### config.mk
export PLATFORM = sky130hd
export DESIGN_NAME = uart_tx_mmio_flat
export DESIGN_NICKNAME = d
export VERILOG_FILES = /design/src/rtl/uart_pkg.sv /design/src/rtl/uart_tx_mmio_if.sv /design/src/rtl/sync_fifo.sv /design/src/rtl/uart_tx_mmio.sv /design/src/flat_wrapper.sv
export SDC_FILE = /design/constraint.sdc
export NUM_CORES = 1
export LEC_CHECK = 0
export BUFFER_PORTS_ARGS = -buffer_cell sky130_fd_sc_hd__buf_4
export CELL_PAD_IN_SITES_DETAIL_PLACEMENT = 1
export CELL_PAD_IN_SITES_GLOBAL_PLACEMENT = 2
export CORE_UTILIZATION = 43
export CTS_CLUSTER_DIAMETER = 30
export CTS_CLUSTER_SIZE = 25
export DETAILED_ROUTE_END_ITERATION = 16
export PLACE_DENSITY_LB_ADDON = 0.1
export SLEW_MARGIN = 20
export SYNTH_ARGS = -nofsm -noshare
export SYNTH_HDL_FRONTEND = slang
export SYNTH_SLANG_ARGS = --single-unit
export TNS_END_PERCENT = 20
### constraint.sdc
create_clock -name clk -period 5.95 [get_ports clk]
set_clock_uncertainty 0.1 [all_clocks]
set_input_delay 1.19 -clock clk [delete_from_list [all_inputs] [get_ports clk]]
set_output_delay 1.19 -clock clk [all_outputs]
set_load 0.1 [all_outputs]
### src/rtl/uart_pkg.sv
// Shared definitions for the memory-mapped UART transmitter.
//   tx_state_t      : serializer FSM states
//   UART_*_OFS      : bus byte offsets of the TXDATA and STATUS registers
//   ST_*            : bit positions inside the STATUS register
package uart_pkg;

  typedef enum logic [1:0] {
    IDLE,
    START,
    DATA,
    STOP
  } tx_state_t;

  localparam logic [3:0] UART_TXDATA_OFS = 4'h0;
  localparam logic [3:0] UART_STATUS_OFS = 4'h4;

  localparam int ST_FULL  = 0;
  localparam int ST_EMPTY = 1;
  localparam int ST_BUSY  = 2;
  localparam int ST_OVF   = 3;
  localparam int ST_IRQEN = 8;

endpackage

### src/rtl/uart_tx_mmio_if.sv
// Simple register bus between the CPU data port and the UART.
//   wr_en / rd_en : single-cycle strobes from the CPU
//   addr          : byte offset inside the UART window
//   wdata / rdata : write data to, registered read data from, the UART
interface uart_tx_mmio_if;
  logic        wr_en;
  logic        rd_en;
  logic [3:0]  addr;
  logic [31:0] wdata;
  logic [31:0] rdata;

  modport master (output wr_en, rd_en, addr, wdata, input rdata);
  modport slave  (input wr_en, rd_en, addr, wdata, output rdata);
endinterface

### src/rtl/sync_fifo.sv
// Single-clock first-word-fall-through FIFO, reusable by TX and RX paths.
//   clk, rst_n    : clock, asynchronous active-low reset (pointers only)
//   push, wdata   : write side; a push while full is ignored
//   pop, rdata    : read side; rdata shows the head entry while not empty
//   full, empty   : derived from pointers carrying an extra wrap bit
//   count         : number of stored entries
module sync_fifo #(
  parameter int WIDTH = 8,
  parameter int DEPTH = 8
) (
  input  logic                     clk,
  input  logic                     rst_n,
  input  logic                     push,
  input  logic [WIDTH-1:0]         wdata,
  input  logic                     pop,
  output logic [WIDTH-1:0]         rdata,
  output logic                     full,
  output logic                     empty,
  output logic [$clog2(DEPTH):0]   count
);
  localparam int AW = $clog2(DEPTH);

  logic [WIDTH-1:0] mem [DEPTH];
  logic [AW:0]      wr_ptr;
  logic [AW:0]      rd_ptr;
  logic             do_push;
  logic             do_pop;

  // Same index with differing wrap bits means the writer has lapped the reader.
  assign full    = (wr_ptr[AW] != rd_ptr[AW]) && (wr_ptr[AW-1:0] == rd_ptr[AW-1:0]);
  assign empty   = (wr_ptr == rd_ptr);
  assign count   = wr_ptr - rd_ptr;
  assign do_push = push && !full;
  assign do_pop  = pop && !empty;
  assign rdata   = mem[rd_ptr[AW-1:0]];

  always_ff @(posedge clk or negedge rst_n) begin
    if (!rst_n) begin
      wr_ptr <= '0;
      rd_ptr <= '0;
    end else begin
      if (do_push) wr_ptr <= wr_ptr + 1'b1;
      if (do_pop)  rd_ptr <= rd_ptr + 1'b1;
    end
  end

  always_ff @(posedge clk) begin
    if (do_push) mem[wr_ptr[AW-1:0]] <= wdata;
  end

endmodule

### src/rtl/uart_tx_mmio.sv
// Memory-mapped 8N1 UART transmitter: CPU writes bytes into a TX FIFO and a
// baud-rate serializer drains them onto tx_o.
//   clk, rst_n : system clock, asynchronous active-low reset
//   bus        : register bus (TXDATA at 0x0, STATUS at 0x4), 1-cycle read latency
//   tx_o       : serial line, idle high
//   irq_o      : (only with UART_TX_IRQ_EN defined) irq_enable & empty & !busy
// Optional feature macro: UART_TX_IRQ_EN adds irq_o and STATUS bit8 irq_enable.
module uart_tx_mmio
  import uart_pkg::*;
#(
  parameter int CLK_HZ     = 100000000,
  parameter int BAUD       = 115200,
  parameter int FIFO_DEPTH = 8
) (
  input  logic          clk,
  input  logic          rst_n,
  uart_tx_mmio_if.slave bus,
  output logic          tx_o
`ifdef UART_TX_IRQ_EN
  ,
  output logic          irq_o
`endif
);
  localparam int DIV = CLK_HZ / BAUD;
  localparam int CW  = (DIV > 1) ? $clog2(DIV) : 1;
  localparam int AW  = $clog2(FIFO_DEPTH);

  function automatic logic [3:0] sat_cnt(input logic [AW:0] c);
    if (int'(c) > 15) return 4'd15;
    return 4'(int'(c));
  endfunction

  tx_state_t   state, state_nxt;
  logic [CW-1:0] baud_cnt, baud_nxt;
  logic [2:0]  bit_idx, bit_nxt;
  logic [7:0]  shift, shift_nxt;
  logic        pop, push, full, empty, busy, ovf, tx_line;
  logic        wr_txdata, wr_status, ovf_set, ovf_clr;
  logic [7:0]  fifo_rdata;
  logic [AW:0] count;
  logic [31:0] status;
`ifdef UART_TX_IRQ_EN
  logic        irq_en;
`endif

  assign wr_txdata = bus.wr_en && (bus.addr == UART_TXDATA_OFS);
  assign wr_status = bus.wr_en && (bus.addr == UART_STATUS_OFS);
  // Full is sampled before any same-cycle pop, so a write while full drops.
  assign push      = wr_txdata && !full;
  assign ovf_set   = wr_txdata && full;
  assign ovf_clr   = wr_status && bus.wdata[ST_OVF];
  assign busy      = (state != IDLE);

  sync_fifo #(.WIDTH(8), .DEPTH(FIFO_DEPTH)) u_fifo (
    .clk   (clk),
    .rst_n (rst_n),
    .push  (push),
    .wdata (bus.wdata[7:0]),
    .pop   (pop),
    .rdata (fifo_rdata),
    .full  (full),
    .empty (empty),
    .count (count)
  );

  always_comb begin
    status            = '0;
    status[ST_FULL]   = full;
    status[ST_EMPTY]  = empty;
    status[ST_BUSY]   = busy;
    status[ST_OVF]    = ovf;
    status[7:4]       = sat_cnt(count);
`ifdef UART_TX_IRQ_EN
    status[ST_IRQEN]  = irq_en;
`endif
  end

  always_comb begin
    state_nxt = state;
    baud_nxt  = baud_cnt;
    bit_nxt   = bit_idx;
    shift_nxt = shift;
    pop       = 1'b0;
    unique case (state)
      IDLE: begin
        if (!empty) begin
          pop       = 1'b1;
          shift_nxt = fifo_rdata;
          baud_nxt  = CW'(DIV - 1);
          state_nxt = START;
        end
      end
      START: begin
        if (baud_cnt == '0) begin
          baud_nxt  = CW'(DIV - 1);
          bit_nxt   = '0;
          state_nxt = DATA;
        end else begin
          baud_nxt = baud_cnt - 1'b1;
        end
      end
      DATA: begin
        if (baud_cnt == '0) begin
          baud_nxt  = CW'(DIV - 1);
          shift_nxt = {1'b0, shift[7:1]};
          if (bit_idx == 3'd7) state_nxt = STOP;
          else                 bit_nxt   = bit_idx + 1'b1;
        end else begin
          baud_nxt = baud_cnt - 1'b1;
        end
      end
      STOP: begin
        if (baud_cnt == '0) begin
          // Chain straight into the next start bit when more data is queued.
          if (!empty) begin
            pop       = 1'b1;
            shift_nxt = fifo_rdata;
            baud_nxt  = CW'(DIV - 1);
            state_nxt = START;
          end else begin
            state_nxt = IDLE;
          end
        end else begin
          baud_nxt = baud_cnt - 1'b1;
        end
      end
      default: state_nxt = IDLE;
    endcase
  end

  always_comb begin
    tx_line = 1'b1;
    if (state == START)     tx_line = 1'b0;
    else if (state == DATA) tx_line = shift[0];
  end

  // Stage boundary: control state, line driver and read port register here.
  always_ff @(posedge clk or negedge rst_n) begin
    if (!rst_n) begin
      state     <= IDLE;
      baud_cnt  <= '0;
      bit_idx   <= '0;
      ovf       <= 1'b0;
      tx_o      <= 1'b1;
      bus.rdata <= '0;
    end else begin
      state    <= state_nxt;
      baud_cnt <= baud_nxt;
      bit_idx  <= bit_nxt;
      ovf      <= ovf_set | (ovf & ~ovf_clr);
      tx_o     <= tx_line;
      if (bus.rd_en) bus.rdata <= (bus.addr == UART_STATUS_OFS) ? status : '0;
    end
  end

  always_ff @(posedge clk) begin
    shift <= shift_nxt;
  end

`ifdef UART_TX_IRQ_EN
  always_ff @(posedge clk or negedge rst_n) begin
    if (!rst_n) begin
      irq_en <= 1'b0;
      irq_o  <= 1'b0;
    end else begin
      if (wr_status) irq_en <= bus.wdata[ST_IRQEN];
      irq_o <= irq_en & empty & ~busy;
    end
  end
`endif

endmodule

### src/flat_wrapper.sv
// flat-port wrapper written by rule: the top's interface ports become plain ports
module uart_tx_mmio_flat import uart_pkg::*;
#(
  parameter int CLK_HZ     = 100000000,
  parameter int BAUD       = 115200,
  parameter int FIFO_DEPTH = 8
)
  (clk, rst_n, tx_o, bus_wr_en, bus_rd_en, bus_addr, bus_wdata, bus_rdata);
  uart_tx_mmio_if bus_i ();
  input  logic clk;
  input  logic rst_n;
  output logic tx_o;
  input wire logic [$bits(bus_i.wr_en)-1:0] bus_wr_en;
  input wire logic [$bits(bus_i.rd_en)-1:0] bus_rd_en;
  input wire logic [$bits(bus_i.addr)-1:0] bus_addr;
  input wire logic [$bits(bus_i.wdata)-1:0] bus_wdata;
  output wire logic [$bits(bus_i.rdata)-1:0] bus_rdata;
  assign bus_i.wr_en = bus_wr_en;
  assign bus_i.rd_en = bus_rd_en;
  assign bus_i.addr = bus_addr;
  assign bus_i.wdata = bus_wdata;
  assign bus_rdata = bus_i.rdata;
  uart_tx_mmio #(.CLK_HZ(CLK_HZ), .BAUD(BAUD), .FIFO_DEPTH(FIFO_DEPTH)) u_core (.clk(clk), .rst_n(rst_n), .bus(bus_i), .tx_o(tx_o));
endmodule
# Word level (Yosys, flattened, before mapping)
# Memories as Yosys holds them, arrays and structs flattened.
# Cells that the tools add are included.
[totals]
mem_count = 1
input_bits = 40
word_cells = 79
regBits = 65
out_inout_bits = 33
mem_bits_rw = 64
[memory_table]
columns = ["memory", "words", "width", "read_ports", "rd_ports_with_merged_regs", "write_ports", "line", "rtl"]
rows = [
  ["u_core.u_fifo.mem", 8, 8, 1, 0, 1, "sync_fifo.sv:23", "logic [WIDTH-1:0] mem [DEPTH];"],
]
[classes]
n_bitwise = 3
add_sub_neg = 5
reduce_logical = 20
mux = 27
eq_ne = 14
[op_table]
columns = ["operator", "count"]
rows = [
  ["$mux W8", 4],
  ["$mux W10", 3],
  ["$pmux W10 S3", 1],
  ["$pmux W8 S3", 1],
  ["$logic_not A10 Y1", 1],
  ["$mux W2", 5],
  ["$sub A10 B1 Y10 const B", 1],
  ["$mux W3", 3],
  ["$add A4 B1 Y4 const B", 2],
  ["$logic_and A1 B1 Y1", 8],
  ["$ne A2 B1 Y1 const B", 4],
  ["$pmux W2 S4", 1],
  ["$mux W1", 7],
  ["$pmux W3 S2", 1],
  ["$reduce_and A5 Y1", 1],
  ["$eq A2 B2 Y1 const B", 2],
  ["$eq A4 B3 Y1 const B", 1],
  ["$eq A4 B4 Y1", 1],
  ["$logic_not A4 Y1", 1],
  ["$ne A2 B2 Y1 const B", 2],
  ["$reduce_and A4 Y1", 1],
  ["$reduce_bool A2 Y1", 2],
  ["$sub A4 B4 Y4", 1],
  ["$add A3 B1 Y3 const B", 1],
  ["other kinds (13)", 14],
]

# Depth between registers and ports, before layout
# Gate-level depths: netlist of the first run.
[depth]
word_depth = 7
ltp_mapped = 9
depth_no_buf = 6

# By module
# Synthesis of the first run repeated with hierarchy kept, for this count alone.
[unflattened]
cells_unflattened = 370
area_unflattened_um2 = 5037.3
[by_module_without_submodules]
columns = ["mod", "seq_area_each_um2", "area_per_inst_um2", "cells_each", "n_inst"]
rows = [
  ["sync_fifo", 2122.0, 2992.9, 167, 1],
  ["uart_tx_mmio", 867.1, 2044.5, 203, 1],
]

# Worst setup path before layout of the first run
# No wires, ideal clock.
[synth_path]
kind = "input to register"
startpoint = "input bus_addr[1]"
endpoint = "memory u_core.u_fifo.mem[0][0], enable pin"
arrival_time_ps = 2683
path_buffers = 0
cell_stages = 4
path_slack_ps = 2783
path_cell_list = "nor4b_1 o211a_1 nand2_1 nor3_1"
[synth_between]
elab_chain_len = 6
[synth_lines]
columns = ["item", "line", "rtl"]
rows = [
  ["start, declared", "flat_wrapper.sv:15", "input wire logic [$bits(bus_i.addr)-1:0] bus_addr;"],
  ["$logic_not A4 Y1", "uart_tx_mmio.sv:46", "assign wr_txdata = bus.wr_en && (bus.addr == UART_TXDATA_OFS);"],
  ["$logic_and A1 B1 Y1", "uart_tx_mmio.sv:46", ""],
  ["$logic_and A1 B1 Y1", "uart_tx_mmio.sv:49", "assign push = wr_txdata && !full;"],
  ["$logic_and A1 B1 Y1", "sync_fifo.sv:33", "assign do_push = push && !full;"],
  ["$mux W1", "sync_fifo.sv:48", "if (do_push) mem[wr_ptr[AW-1:0]] <= wdata;"],
  ["$mux W1 (implied by the code)", "sync_fifo.sv:48", ""],
  ["end, declared", "sync_fifo.sv:23", ""],
]
# Every way passes these cells.

==> results of run 1 <==
==> flip-flops by register name, indices dropped and copies added, names as in the netlist <==
register              cells
u_core.ovf                1
u_core.u_fifo.mem        64
u_core.baud_cnt          10
u_core.bus.rdata          8
u_core.u_fifo.wr_ptr      4
u_core.shift              8
u_core.tx_o               1
u_core.state              2
u_core.u_fifo.rd_ptr      4
u_core.bit_idx            3
==> logic make-up after synthesis <==
logic type,share of synthesized area
other,0.000751
XOR/XNOR,0.0158
adder cells (fa/ha/maj),0.0366
multiplexers,0.0999
buffers and inverters,0.0624
AO/OA/AOI/OAI,0.0902
flip-flops,0.598
AND/OR/NAND/NOR,0.0962
==> power breakdown <==
part	switching, W	total [W]	internal, W
Combinational	0.000191	0.000260	0.0000688
Clock	0.000267	0.000557	0.000289
Sequential	0.0000222	0.000826	0.000804
==> Yosys cell counts (all sizes together), types with 3 or more instances <==
master	number	area, um^2
ha	13	163
dfrtp	32	801
mux2	4	48.8
or4	3	22.5
o22ai	6	37.5
nor3	11	71.3
nor4b	3	32.5
nand3	7	35.0
o32ai	3	26.3
a311oi	3	32.5
buf	29	203
nor2	23	86.3
o21a	3	22.5
nand2b	5	31.3
mux4	16	360
nor4	3	33.8
xor2	3	26.3
mux2i	9	90.1
clkbuf	7	26.3
a21oi	5	25.0
o21ai	10	50.0
edfxtp	72	2160
nor2b	4	25.0
xnor2	6	52.6
inv	22	82.6
a31oi	5	31.3
and3	4	25.0
nand2	18	67.6
==> stage by stage <==
stage                     instance area [um^2]  hold WS (ns)
final                                     5510         0.385
after global routing                      5510         0.418
after CTS                                 5510         0.394
after detailed placement                  5230         0.382
after global placement                    5230         0.376
after floorplan                           5080         0.350
==> cell type report <==
cell class	instances	share of cell area
inverters	22	0.0150
repair buffers	27	0.0368
clock inverters	6	0.00886
multi-input cells	222	0.323
flip-flops and latches	105	0.543
well taps	140	0.0318
clock buffers	10	0.0416
==> worst max path at each step <==
stage,endpoint,slack [ns],cells past startpoint
2_1_floorplan,u_core.u_fifo.mem[0][0]$_DFFE_PP_,2.78,4
3_3_place_gp,u_core.u_fifo.mem[7][4]$_DFFE_PP_,2.29,4
3_5_place_dp,u_core.u_fifo.mem[7][4]$_DFFE_PP_,2.21,4
4_1_cts,u_core.shift[4]$_DFFE_PP_,2.47,6
5_1_grt,u_core.shift[4]$_DFFE_PP_,2.32,6
6_report,u_core.shift[4]$_DFFE_PP_,2.59,6
==> layer usage <==
metal / track usage / vias to the layer above / part of all wire
met4: 0.0590 / 0 / 0.0071
met1: 0.247 / 1528 / 0.49
met5: 0 / - / 0
met2: 0.292 / 43 / 0.48
met3: 0.0302 / 6 / 0.021
li1: - / 1371 / -
==> worst max-delay path, delay by kind of cell, from the launching register on <==
kind | cells | cell delay [ns]
AND/OR/NAND/NOR | 4 | 1.39
flip-flops | 1 | 0.93
adder cells (fa/ha/maj) | 1 | 0.35
buffers and inverters | 1 | 0.21
==> metrics.txt, run 1 <==
Seq cells post-synth 105; post-CTS resize count 0; Worst R2R Path Depth 6; Multi-input gate area 0.00178 mm^2; hold-fix buffers at CTS 0; Setup CP Type register to register; worst-skew pair later-pin latency 0.34 ns; starting density of the core 0.451; unrepaired setup endpoints after global routing no; via count 2948; Iter 0 DRT Violations 107; CTS Root Cell clkbuf_16; number of enable flip-flop cells after synthesis 72; min Tclk post-route 3.36 ns; number of remaining DRC errors 0; reg2reg end u_core.shift[4]$_DFFE_PP_; Vias per Instance 5.54; first-pass GRT wire length 15.9 mm; Core Box Area 0.0111 mm^2; Slew @ Worst Pin 1.01 ns; worst reg2reg path startpoint u_core.u_fifo.rd_ptr[1]$_DFFE_PN0P_; clk slew on worst S/H paths 0.07 ns; Cell Chain, Critical Path inv_1 -> ha_1 -> and3_1 -> nand2_1 -> nor2_1 -> nor3_1; Power Dens Cells 298 mW/mm^2; Pins Over Slew Limit 0; dpl hpwl 6.68 mm; IO Port Bufs 24; Synth warnings 0; Layout Area Growth over Synthesis 10.3%; n_diodes 0; global route overflow 0; CP Launch Type register; Power Total 0.00164 W; Num CTS Buffers 9; final worst-path setup slack 2.59 ns; die height 110 um; asr flop ratio synth 0.314; Initial DRT Pass Iterations 5; Synth cell types 62; outcome complete, no violations; achievable frequency 0.297 GHz; CP required 5.82 ns; TritonCTS clock tree done; Layout Nets 441; relative slew slack 0.321; max cap viols 0; routability congestion estimate 0.742; clk sinks 105; CTS H-tree lvls 3; setup violators final 0; post-route ant nets 0; Worst Setup End Kind register; I/O pin total 73; fillcell total 1131; Crit. Startpoint u_core.u_fifo.rd_ptr[1]$_DFFE_PN0P_; slowest stage delay, CP 0.93 ns; Final Instance Count excl. Fillers 532; Final Hold Vio Count 0; hold path cells 2; Total GRT Usage 0.180; layout cell share with drive strength beyond 1 0.191; worst hold path class register to register; most frequent cells in the layout edfxtp_1, dfrtp_1, buf_4; vias in the first global route 3001; Hold Startpoint u_core.shift[0]$_DFFE_PP_; dpl cells 516; Hold Path End u_core.tx_o$_DFF_PN1_; Main synth FF type edfxtp_1; Sequential Area 0.00299 mm^2; Mapped Avg Cell Area 13.8 um^2; commonest non-fill, non-tap cell in the layout edfxtp_1; WP data arrival 3.23 ns; Place WS 2.21 ns; post-synthesis instance total 362; CP max FO 20; Placement Rows 38; Worst IR Drop VDD 0.164 mV; antenna violations before repair 0; post-synthesis sequential area ratio 0.598; flop-to-flop setup slack 2.59 ns; Slowest-stage cell, CP dfrtp_1; Core Util, Final 0.497; P_leak 2.17 nW; clk buf depth 2; postcts setup bufs 0; maximum number of pins on one net before global-route repair 34; Die X 110 um; drt wl/cell 18.6 um; fin crit share 0.565; final wirelength 9.87 mm; Die Footprint 0.0121 mm^2; final setup TNS 0 ns; mapped cell area 0.00500 mm^2
No activity file was read; power rests on OpenSTA's default activity.
==> run 2: changes to the inputs <==
--- a/config.mk
+++ b/config.mk
@@ -8,7 +8,7 @@
 export BUFFER_PORTS_ARGS = -buffer_cell sky130_fd_sc_hd__buf_4
 export CELL_PAD_IN_SITES_DETAIL_PLACEMENT = 1
 export CELL_PAD_IN_SITES_GLOBAL_PLACEMENT = 2
-export CORE_UTILIZATION = 43
+export CORE_UTILIZATION = 36
 export CTS_CLUSTER_DIAMETER = 30
 export CTS_CLUSTER_SIZE = 25
 export DETAILED_ROUTE_END_ITERATION = 16
==> constraint.sdc (replaced) <==
create_clock -name clk -period 2.9 [get_ports clk]
set_clock_uncertainty 0.1 [all_clocks]
set_input_delay 0.58 -clock clk [delete_from_list [all_inputs] [get_ports clk]]
set_output_delay 0.58 -clock clk [all_outputs]
set_load 0.1 [all_outputs]
==> run 2 against run 1 <==
Critical path depth is 1 higher. Critical path type unchanged. Count of clock-buffer cells in the layout stayed put. Largest power group unchanged. Final area is 3.0% higher. Register-to-register slack worse by 2.0 ns. Critical endpoint is now u_core.baud_cnt[3]$_DFF_PN0_. Final cell count is 9.6% higher. First-iteration DRC count is 12% higher. Worst hold slack worse by 0.31 ns. Largest cell class unchanged. Non-clock buffer count is 15 higher. Worst setup slack worse by 2.0 ns.
==> metrics.txt, run 2 (synthesis gave the netlist of run 1 again) <==
relative slew slack 0.614; CP required 3.09 ns; Placement Rows 42; vias in the first global route 3103; Num CTS Buffers 9; outcome complete, no violations; Vias per Instance 5.08; antenna violations before repair 0; fillcell total 1372; worst-skew pair later-pin latency 0.35 ns; WP buf/inv 2; fin crit share 0.801; unrepaired setup endpoints after global routing no; postcts setup bufs 0; Initial DRT Pass Iterations 4; Core Box Area 0.0134 mm^2; Core Util, Final 0.423; IO Port Bufs 24; Die Footprint 0.0144 mm^2; setup violators final 0; Iter 0 DRT Violations 120; commonest non-fill, non-tap cell in the layout edfxtp_1; worst hold path class primary input to async pin; max cap viols 0; I/O pin total 73; starting density of the core 0.373; die height 120 um; TritonCTS clock tree done; Largest register FFs 64; CTS Root Cell clkbuf_16; maximum number of pins on one net before global-route repair 34; n_diodes 0; post-route ant nets 0; Final Hold Vio Count 0; Power Dens Cells 598 mW/mm^2; global route overflow 0; first-pass GRT wire length 17.0 mm; Worst IR Drop VDD 0.437 mV; CTS H-tree lvls 3; Layout Area Growth over Synthesis 13.6%; via count 2959; post-CTS resize count 0; layout cell share with drive strength beyond 1 0.224; Die X 120 um; Worst Setup End Kind register; Layout Nets 456; final wirelength 10.3 mm; slowest stage delay, CP 0.54 ns; final setup TNS 0 ns; Setup CP Type register to register; CP Launch Type register; min Tclk post-route 2.32 ns; Cell Chain, Critical Path inv_1 -> ha_1 -> nor2_1 -> buf_4 -> a311oi_2 -> o311a_1 -> a211o_1; Slew @ Worst Pin 0.579 ns; dpl hpwl 7.10 mm; P_leak 2.25 nW; most frequent cells in the layout edfxtp_1, buf_4, dfrtp_1; WP data arrival 2.51 ns; routability congestion estimate 0.758; clk buf depth 2; CP top delay family compound AO/OA/AOI/OAI gates; Total GRT Usage 0.158; clk sinks 105; CP max FO 8; Pins Over Slew Limit 0; hold-fix buffers at CTS 0; achievable frequency 0.430 GHz; drt wl/cell 17.7 um; number of remaining DRC errors 0; Slowest-stage cell, CP a311oi_2; clk slew on worst S/H paths 0.07 ns
run 2: changes by cell type in the layout (fill, tap and decap cells not counted):
cell,previous run,this run
clkinv_2,1,0
buf_4,27,42
clkinvlp_4,2,3
nor3_1,9,8
nor3_2,1,2
run 2: final cells by class:
type / instances / area, um^2 / area share
inverter: 22 / 82.6 / 0.0146
clock buffer: 10 / 229 / 0.0404
tap: 176 / 220 / 0.0388
timing repair buffer: 42 / 315 / 0.0556
sequential: 105 / 2990 / 0.527
multi-input combinational: 222 / 1790 / 0.315
clock inverter: 6 / 51.3 / 0.00904
run 2: path summary, 6_finish.rpt:
check                                               from                                end  slack [ns]  cells past startpoint
max reg2reg                  u_core.state[1]$_DFFE_PN0P_       u_core.baud_cnt[3]$_DFF_PN0_        0.58                      7
max                          u_core.state[1]$_DFFE_PN0P_       u_core.baud_cnt[3]$_DFF_PN0_        0.58                      7
max in group asynchronous                          rst_n              u_core.tx_o$_DFF_PN1_        2.28                      1
min in group clk                            bus_wdata[2]  u_core.u_fifo.mem[1][2]$_DFFE_PP_        0.36                      1
min                                                rst_n       u_core.baud_cnt[9]$_DFF_PN0_        0.08                      1
min reg2reg                u_core.bit_idx[0]$_DFFE_PN0P_      u_core.bit_idx[0]$_DFFE_PN0P_        0.39                      1
run 2: worst reg2reg max path, cell delays in order (launching register included):
cell and delay (ns):
dfrtp_1 0.44, inv_1 0.11, ha_1 0.47, nor2_1 0.07, buf_4 0.17, a311oi_2 0.54
o311a_1 0.27, a211o_1 0.10
run 2: layer usage:
metal / vias up / GRT usage / routed length, um
met5: - / 0 / 0
met4: 0 / 0.0375 / 102
met3: 9 / 0.0413 / 275
met2: 40 / 0.257 / 4990
met1: 1510 / 0.212 / 4950
li1: 1400 / - / -
run 2: stage by stage:
stage | power, W | setup slack (ns) | cells | hold WS (ns) | area [um^2]
final | 0.00339 | 0.576 | 583 | 0.0780 | 5670
after global routing | 0.00355 | 0.351 | 583 | 0.0984 | 5670
after CTS | 0.00346 | 0.512 | 583 | 0.0844 | 5670
after detailed placement | 0.00228 | 0.528 | 567 | 0.388 | 5390
after global placement | 0.00227 | 0.576 | 567 | 0.380 | 5390
after floorplan | 0.00216 | -0.0489 | 385 | 0.184 | 5090
run 2: power by group:
| group | total [W] | switching (W) | internal (W) |
|---|---|---|---|
| Clock | 0.00116 | 0.000565 | 0.000595 |
| Sequential | 0.00170 | 0.0000470 | 0.00165 |
| Combinational | 0.000537 | 0.000394 | 0.000143 |
==> run 3: changes to the inputs <==
==> constraint.sdc (replaced) <==
create_clock -name clk -period 1.93 [get_ports clk]
set_clock_uncertainty 0.1 [all_clocks]
set_input_delay 0.386 -clock clk [delete_from_list [all_inputs] [get_ports clk]]
set_output_delay 0.386 -clock clk [all_outputs]
set_load 0.1 [all_outputs]
==> run 3 against run 2 <==
The flow now finishes with violations (setup timing). Wire length grew 12%. First-iteration DRC count grew 26%. Utilization grew 6.6 points. Non-clock buffer count grew 58. Register-to-register slack lost 0.60 ns. Combinational power grew 150%. Critical path depth shrank 1. Via count grew 8.7%. Clock power grew 51%. Sequential cell count is the same. Final cell count grew 9.9%. Sequential share of layout area shrank 7.1 points.
==> metrics.txt, run 3 (synthesis gave the netlist of run 1 again) <==
Largest register FFs 64; first-pass GRT wire length 18.9 mm; failing checks setup timing; GR met2 Demand/Resource 0.286; P_leak 2.58 nW; maximum number of pins on one net before global-route repair 34; max cap viols 0; global route overflow 0; CP top delay family simple AND/OR/NAND/NOR gates; CP Launch Type register; CTS H-tree lvls 3; WP data arrival 2.09 ns; CP max FO 4; Placement Rows 42; clk sinks 105; Final Hold Vio Count 0; unrepaired setup endpoints after global routing yes; Layout Area Growth over Synthesis 31.2%; Cell Chain, Critical Path buf_6 -> nor3_4 -> buf_6 -> a41oi_2 -> or3_4 -> mux2_4; via count 3216; routability congestion estimate 0.742; TritonCTS clock tree done; final wirelength 11.5 mm; worst hold slack 0.172 ns; Power Dens Cells 854 mW/mm^2; worst-skew pair later-pin latency 0.35 ns; CP required 2.06 ns; flop-to-flop setup slack -0.03 ns; Initial DRT Pass Iterations 4; antenna violations before repair 0; global route hottest layer met2; met1 Usage GRT 0.238; clk buf depth 2; Total GRT Usage 0.175; Setup CP Type register to register; post-route ant nets 0; most frequent cells in the layout buf_4, edfxtp_1, dfrtp_1; dpl hpwl 7.99 mm; slowest stage delay, CP 0.44 ns; Power Total 0.00560 W; Worst IR Drop VDD 0.449 mV; min Tclk post-route 1.96 ns; Die X 120 um; commonest non-fill, non-tap cell in the layout buf_4; met3 Use GR 0.0361; Die Footprint 0.0144 mm^2; final worst-path setup slack -0.0287 ns; post-route design area 0.00655 mm^2; Num CTS Buffers 9; Layout Nets 514; worst hold path class primary input to register; die height 120 um; number of remaining DRC errors 0; CTS Root Cell clkbuf_16; layout cell share with drive strength beyond 1 0.419; Iter 0 DRT Violations 151; starting density of the core 0.373; vias in the first global route 3430; Pins Over Slew Limit 0; IO Port Bufs 24; Vias per Instance 5.02; CP most frequent cell buf_6; Worst Setup End Kind register; Core Box Area 0.0134 mm^2; outcome finished, violations left; I/O pin total 73; WP buf/inv 2; achievable frequency 0.511 GHz; placed cell area 0.00599 mm^2; n_diodes 0; fin crit share 1.01; setup violators final 3; Slowest-stage cell, CP dfrtp_1; drt wl/cell 18.0 um; clk slew on worst S/H paths 0.08 ns; Place WS -0.182 ns
## run 3: changes by cell type in the layout (fill, tap and decap cells not counted), sizes merged
cell and change:
buf +57, clkinvlp -2, dlygate4sd3 +1, clkinv +2
## run 3: worst reg2reg max path, cell delays in order, from the launching register on
cell	delay, ns
dfrtp_1	0.44
buf_6	0.15
nor3_4	0.22
buf_6	0.14
a41oi_2	0.13
or3_4	0.37
mux2_4	0.30
## run 3: repair_timing
action	in CTS	in global routing
hold buffers	1	0
hold endpoints to repair	32	0
setup endpoints to repair	70	43
pin swaps	2	10
resized for setup	17	26
buffers inserted	0	7
## run 3: path summary, 6_finish.rpt
check	start	end	depth (start not counted)
worst max register to register	u_core.baud_cnt[4]$_DFF_PN0_	u_core.u_fifo.rd_ptr[1]$_DFFE_PN0P_	6
max in group asynchronous	rst_n	u_core.state[1]$_DFFE_PN0P_	2
worst min register to register	u_core.shift[0]$_DFFE_PP_	u_core.tx_o$_DFF_PN1_	2
min in group asynchronous	rst_n	u_core.bit_idx[2]$_DFFE_PN0P_	2
worst max-delay path	u_core.baud_cnt[4]$_DFF_PN0_	u_core.u_fifo.rd_ptr[1]$_DFFE_PN0P_	6
worst min-delay path	bus_wdata[2]	u_core.u_fifo.mem[0][2]$_DFFE_PP_	1
## run 3: metal layers
| metal | vias up | wire [um] |
|---|---|---|
| met2 | 58 | 5640 |
| met3 | 6 | 365 |
| met4 | 0 | 91 |
| met5 | - | 0 |
| met1 | 1633 | 5430 |
| li1 | 1519 | - |
## run 3: cell type report
type / instances / area [um^2]
tap: 176 / 220
timing repair buffer: 100 / 858
clock buffer: 10 / 229
multi-input combinational: 222 / 2120
sequential: 105 / 2990
clock inverter: 6 / 50.0
fill: 1331 / 6850
inverter: 22 / 87.6
## run 3: metrics by stage
| step | utilization | cells | TNS [ns] |
|---|---|---|---|
| global route | 0.489 | 641 | -0.575 |
| floorplan | - | 385 | -3.96 |
| detailed placement | 0.447 | 617 | -5.38 |
| CTS | 0.475 | 634 | -0.0699 |
| finish | 0.489 | 641 | -0.0412 |
| global placement | 0.447 | 617 | -4.36 |
## run 3: power by group
| part | switching, W | total, W | internal (W) |
|---|---|---|---|
| clock | 0.000854 | 0.00175 | 0.000895 |
| combinational | 0.000837 | 0.00133 | 0.000494 |
| sequential | 0.0000404 | 0.00252 | 0.00248 |
| total | 0.00173 | 0.00560 | 0.00387 |
